### config.mk
export PLATFORM = sky130hd
export DESIGN_NAME = subleq_core
export DESIGN_NICKNAME = d
export VERILOG_FILES = /design/src/rtl/subleq_pkg.sv /design/src/rtl/subleq_core.sv
export SDC_FILE = /design/constraint.sdc
export NUM_CORES = 1
export LEC_CHECK = 0
export CORE_AREA = 2 2 216 218
export CTS_CLUSTER_DIAMETER = 150
export CTS_CLUSTER_SIZE = 14
export DETAILED_ROUTE_END_ITERATION = 12
export DIE_AREA = 0 0 218 220
export MAX_ROUTING_LAYER = met4
export SLEW_MARGIN = 10
export SYNTH_ARGS = -nofsm -noshare
export SYNTH_HDL_FRONTEND = slang
export SYNTH_SLANG_ARGS = --single-unit
### constraint.sdc
create_clock -name clk -period 4.7 [get_ports clk]
set_input_delay 0.94 -clock clk [delete_from_list [all_inputs] [get_ports clk]]
set_output_delay 0.94 -clock clk [all_outputs]
set_load 0.01 [all_outputs]
### src/rtl/subleq_pkg.sv
// Shared types for the SUBLEQ core: controller states and bus opcodes.
// Imported by subleq_core and by anything that decodes mem_op.
package subleq_pkg;

  typedef enum logic [3:0] {
    S_FETCH_A,
    S_FETCH_B,
    S_FETCH_C,
    S_LOAD_A,
    S_LOAD_B,
    S_STORE_B,
    S_RETIRE,
    S_WAIT_STEP,
    S_HALT
  } state_e;

  localparam logic [1:0] MEM_IDLE  = 2'b00;
  localparam logic [1:0] MEM_READ  = 2'b01;
  localparam logic [1:0] MEM_WRITE = 2'b10;

endpackage

### src/rtl/subleq_core.sv
// SUBLEQ core: mem[B] -= mem[A]; branch to C when result <= 0, else PC+3.
// Ports: clk, reset (sync, low), step_mode/step, mem_* request/handshake bus,
// pc, halted, instr_count (saturating retired count).
module subleq_core
  import subleq_pkg::*;
#(
  parameter int WORD_W = 64,
  parameter int ADDR_W = 16,
  parameter logic [ADDR_W-1:0] RESET_PC = '0,
  parameter int CNT_W = 32
) (
  input  logic                clk,
  input  logic                reset,
  input  logic                step_mode,
  input  logic                step,
  output logic [1:0]          mem_op,
  output logic [ADDR_W-1:0]   mem_addr,
  output logic [WORD_W-1:0]   mem_wdata,
  output logic [WORD_W/8-1:0] mem_write_bytes,
  input  logic [WORD_W-1:0]   mem_rdata,
  input  logic                mem_ready,
  output logic [ADDR_W-1:0]   pc,
  output logic                halted,
  output logic [CNT_W-1:0]    instr_count
);

  state_e state_q, state_d;
  logic [ADDR_W-1:0] pc_q, pc_d;
  logic [ADDR_W-1:0] addr_q, addr_d;
  logic [ADDR_W-1:0] a_addr_q, a_addr_d;
  logic [ADDR_W-1:0] b_addr_q, b_addr_d;
  logic [ADDR_W-1:0] c_addr_q, c_addr_d;
  logic [WORD_W-1:0] a_val_q, a_val_d;
  logic [WORD_W-1:0] wdata_q, wdata_d;
  logic [1:0]        op_q, op_d;
  logic              c_neg_q, c_neg_d;
  logic              taken_q, taken_d;
  logic              halted_q, halted_d;
  logic [CNT_W-1:0]  cnt_q, cnt_d;

  logic [WORD_W-1:0] diff;
  logic [ADDR_W-1:0] pc_next;
  logic              done;

  always_comb begin
    state_d  = state_q;
    pc_d     = pc_q;
    addr_d   = addr_q;
    a_addr_d = a_addr_q;
    b_addr_d = b_addr_q;
    c_addr_d = c_addr_q;
    a_val_d  = a_val_q;
    wdata_d  = wdata_q;
    op_d     = op_q;
    c_neg_d  = c_neg_q;
    taken_d  = taken_q;
    halted_d = halted_q;
    cnt_d    = cnt_q;
    diff     = mem_rdata - a_val_q;
    pc_next  = taken_q ? c_addr_q : pc_q + ADDR_W'(3);
    // ready only counts while a request is actually on the bus
    done     = (op_q != MEM_IDLE) && mem_ready;

    unique case (state_q)
      S_FETCH_A: begin
        // only idle here right after reset; issue the first fetch
        if (op_q == MEM_IDLE) begin
          op_d   = MEM_READ;
          addr_d = pc_q;
        end else if (done) begin
          a_addr_d = mem_rdata[ADDR_W-1:0];
          addr_d   = pc_q + ADDR_W'(1);
          state_d  = S_FETCH_B;
        end
      end
      S_FETCH_B: begin
        if (done) begin
          b_addr_d = mem_rdata[ADDR_W-1:0];
          addr_d   = pc_q + ADDR_W'(2);
          state_d  = S_FETCH_C;
        end
      end
      S_FETCH_C: begin
        if (done) begin
          c_addr_d = mem_rdata[ADDR_W-1:0];
          c_neg_d  = mem_rdata[WORD_W-1];
          addr_d   = a_addr_q;
          state_d  = S_LOAD_A;
        end
      end
      S_LOAD_A: begin
        if (done) begin
          a_val_d = mem_rdata;
          addr_d  = b_addr_q;
          state_d = S_LOAD_B;
        end
      end
      S_LOAD_B: begin
        if (done) begin
          wdata_d = diff;
          taken_d = diff[WORD_W-1] | (diff == '0);
          op_d    = MEM_WRITE;
          addr_d  = b_addr_q;
          state_d = S_STORE_B;
        end
      end
      S_STORE_B: begin
        if (done) begin
          op_d    = MEM_IDLE;
          addr_d  = '0;
          wdata_d = '0;
          state_d = S_RETIRE;
        end
      end
      S_RETIRE: begin
        if (cnt_q != '1) cnt_d = cnt_q + CNT_W'(1);
        if (taken_q && c_neg_q) begin
          halted_d = 1'b1;
          state_d  = S_HALT;
        end else begin
          pc_d = pc_next;
          if (step_mode) begin
            state_d = S_WAIT_STEP;
          end else begin
            op_d    = MEM_READ;
            addr_d  = pc_next;
            state_d = S_FETCH_A;
          end
        end
      end
      S_WAIT_STEP: begin
        if (step) begin
          op_d    = MEM_READ;
          addr_d  = pc_q;
          state_d = S_FETCH_A;
        end
      end
      S_HALT: begin
      end
      default: state_d = S_FETCH_A;
    endcase
  end

  always_ff @(posedge clk) begin
    if (!reset) begin
      state_q  <= S_FETCH_A;
      pc_q     <= RESET_PC;
      addr_q   <= '0;
      a_addr_q <= '0;
      b_addr_q <= '0;
      c_addr_q <= '0;
      a_val_q  <= '0;
      wdata_q  <= '0;
      op_q     <= MEM_IDLE;
      c_neg_q  <= 1'b0;
      taken_q  <= 1'b0;
      halted_q <= 1'b0;
      cnt_q    <= '0;
    end else begin
      state_q  <= state_d;
      pc_q     <= pc_d;
      addr_q   <= addr_d;
      a_addr_q <= a_addr_d;
      b_addr_q <= b_addr_d;
      c_addr_q <= c_addr_d;
      a_val_q  <= a_val_d;
      wdata_q  <= wdata_d;
      op_q     <= op_d;
      c_neg_q  <= c_neg_d;
      taken_q  <= taken_d;
      halted_q <= halted_d;
      cnt_q    <= cnt_d;
    end
  end

  assign mem_op          = op_q;
  assign mem_addr        = addr_q;
  assign mem_wdata       = wdata_q;
  assign mem_write_bytes = {(WORD_W/8){op_q == MEM_WRITE}};
  assign pc              = pc_q;
  assign halted          = halted_q;
  assign instr_count     = cnt_q;

endmodule

==> summary.txt <==
Floorplanning
  • Die Area: 48000 um^2
  • Initial Util: 34.5%
  • Rows: 79
  • Num ports: 208
  • Die width: 218 um
  • Total core area: 45900 um^2
  • Die height: 220 um

Worst setup path
  • CP Data Required Time: 5.17 ns
  • Crit. End Element: register
  • Startpoint class of the critical path: primary input
  • CP max FO: 3
  • CP arrival: 4.96 ns
  • Kind of critical path: in -> reg

Placed design
  • Port bufs: 207
  • Setup slack at placement: -0.290 ns
  • Cell Area, Placed: 19100 um^2
  • Post-DP HPWL: 40800 um
  • Placer congestion estimate: 0.928

Final layout
  • Share of layout cells above drive strength 1: 9.53%
  • Area grow syn2layout: 24.1%
  • Final nets: 2416
  • Post-route cell area: 19700 um^2
  • Final design utilization: 42.8%
  • Fillers: 4698
  • Ant. Diodes: 0

Synth
  • Netlist cell types: 104
  • Warnings from Yosys: 0
  • Fraction of registers with async set/reset: 0%
  • Post-synthesis sequential area ratio: 31.5%
  • Post-synthesis average cell area: 7.75 um^2
  • Top FF cell, synth: dfxtp_1
  • Synth Instances: 2045
  • EDFF count, synth: 0
  • Seq cells post-synth: 249
  • Syn Std Cell Area: 15800 um^2
  • Mapped Nets: 2184

CTS
  • CTS Buf Count: 21
  • Sink Count: 249
  • Cells resized by post-CTS repair: 0
  • CTS Root Cell: clkbuf_16
  • CTS Buffer Depth: 3
  • Post-CTS Setup Bufs: 0
  • CTS tree: built
  • Clk slew on worst S/H paths: 0.07 ns
  • Post-cts hold buffer count: 0
  • Clock H-tree levels: 1
  • Clk_lat worst skew: 0.55 ns

Timing
  • WHS: 0.466 ns
  • Final Hold Fails: 0
  • Worst setup margin: 0.208 ns
  • Unrepaired setup endpoints after global routing: false
  • Post-route clock period utilization: 95.6%
  • Max frequency: 223 MHz
  • Clk_skew: 0.0168 ns
  • Final setup fails: 0
  • Max Slew Vio Count: 0
  • Post-route minimum period: 4.49 ns
  • Slew Limit Headroom: 21.1%
  • Worst Max-Slew Pin Slew: 1.18 ns

Power
  • Static Leak: 0.00677 uW
  • Power per Cell Area: 239 nW/um^2
  • Sequential Power Share: 46.1%
  • Switching Fraction: 29.0%
  • Maximum vdd ir drop: 0.272 mV
  • Net Sw Power: 1360 uW
  • Comb power frac: 19.4%
  • Int Pwr: 3330 uW
  • Clock power share: 34.5%

Detailed routing
  • Detail Route Antenna Nets: 0
  • Routed vias: 15200
  • Router iterations before antenna repair: 6
  • Wire per inst: 18.5 um
  • # DRC: 0
  • Total wire length: 53300 um
  • DR vias/cell: 5.28
  • DRT iter0 DRCs: 1060

Global route
  • Pin count of the biggest net entering global routing: 250
  • Initial antenna violation count: 0
  • Congestion Overflow GR: 0
  • First-pass GRT wire length: 82300 um
  • Gr usage total: 22.2%
  • Vias in the first global route: 14400

Flow run
  • Max cap viols: 0

Status
  • Status: finished clean

Worst hold path
  • Hold/Removal Path Class: reg -> reg
[per-layer routing]
layer / vias to the layer above / routed length [um] / GRT usage, % / share of wire (%)
li1: 7597 / - / - / -
met1: 7130 / 24500 / 28.9 / 46
met2: 429 / 24700 / 36.3 / 46
met3: 79 / 2550 / 2.46 / 4.8
met4: 0 / 1580 / 6.67 / 3.0
met5: - / 0 / - / 0
[critical path: stages]
cell	delay (ns)
clkdlybuf4s50_1	0.59
inv_1	0.10
ha_1	0.21
fa_1	0.41
nand2b_1	0.19
a21oi_1	0.26
o2111ai_1	0.20
a21o_1	0.28
a211oi_1	0.22
buf_4	0.16
o21ai_1	0.11
o21bai_1	0.21
xnor2_1	0.16
nor4b_1	0.41
buf_4	0.19
nand3_1	0.09
o31ai_2	0.21
[synthesized netlist by cell type, drive strengths merged (55+ instances only)]
library cell    n  area share, %
a21boi        125            5.9
a21oi         118            3.8
a22oi          55            2.6
and2           58            2.3
clkbuf         95            2.4
dfxtp         249             31
ha             69            5.5
inv            87            2.1
nand2         373            8.9
nor2          103            2.5
nor2b          78            3.1
o21ai          94            3.0
xnor2          60            3.4
[registers in the layout (all words and copies together), names as in the netlist]
register     count
a_addr_q        16
a_val_q         64
b_addr_q        16
c_addr_q        16
c_neg_q          1
halted           1
instr_count     32
mem_addr        16
mem_op           2
mem_wdata       64
pc              16
state_q          4
taken_q          1
[cell usage in the layout (no fill, tap or decap), drive strengths merged, types with 21 or more instances in the layout]
cell type	synthesis	layout
dfxtp	249	249
a21boi	125	125
xnor2	60	60
nor2b	78	78
nand2	373	373
ha	69	69
nand4	40	40
a22oi	55	55
a21oi	118	118
o21ai	94	94
buf	38	136
a221oi	21	21
inv	87	88
nand3	45	45
nor2	103	103
xor2	49	49
clkbuf	95	21
nor3	32	32
a21o	22	22
clkdlybuf4s50	0	206
and2	58	58
[power by group through the flow]
stage	Clock [uW]	Combinational [uW]	Sequential [uW]
CTS	1680	908	2160
global placement	0	903	2210
detailed placement	0	902	2210
finish	1620	909	2160
global route	1750	983	2160
floorplan	0	502	2210
[worst paths after layout]
| check | slack, ns | end | cells past startpoint | startpoint |
|---|---|---|---|---|
| worst max-delay path | 0.21 | taken_q | 17 | mem_rdata[0] |
| worst min-delay path | 0.47 | a_val_q[19] | 2 | a_val_q[19] |
| worst max register to register | 0.99 | taken_q | 15 | a_val_q[0] |
| worst min register to register | 0.47 | a_val_q[19] | 2 | a_val_q[19] |
[cell families after synthesis]
group	synth area share, %
AND/OR/NAND/NOR	25.4
AO/OA/AOI/OAI	25.0
XOR/XNOR	6.07
multiplexers	0.450
buffers and inverters	6.07
flip-flops	31.5
adder cells (fa/ha/maj)	5.58
[metrics by stage]
| step | TNS, ns | instances | power [uW] |
|---|---|---|---|
| finish | 0 | 2884 | 4690 |
| global route | 0 | 2884 | 4890 |
| CTS | 0 | 2884 | 4750 |
| detailed placement | -0.290 | 2861 | 3110 |
| global placement | -0.248 | 2861 | 3110 |
| floorplan | 0 | 2045 | 2710 |
[layout make-up]
class                           count  area (um^2)  share of cell area [%]
Clock buffer                       21          526                    2.67
Clock inverter                      2         13.8                  0.0700
Inverter                           87          327                    1.66
Multi-Input combinational cell   1576         9930                    50.6
Sequential cell                   249         4980                    25.4
Tap cell                          607          759                    3.86
Timing Repair Buffer              342         3110                    15.8
Power figures use the tool's default switching activity.
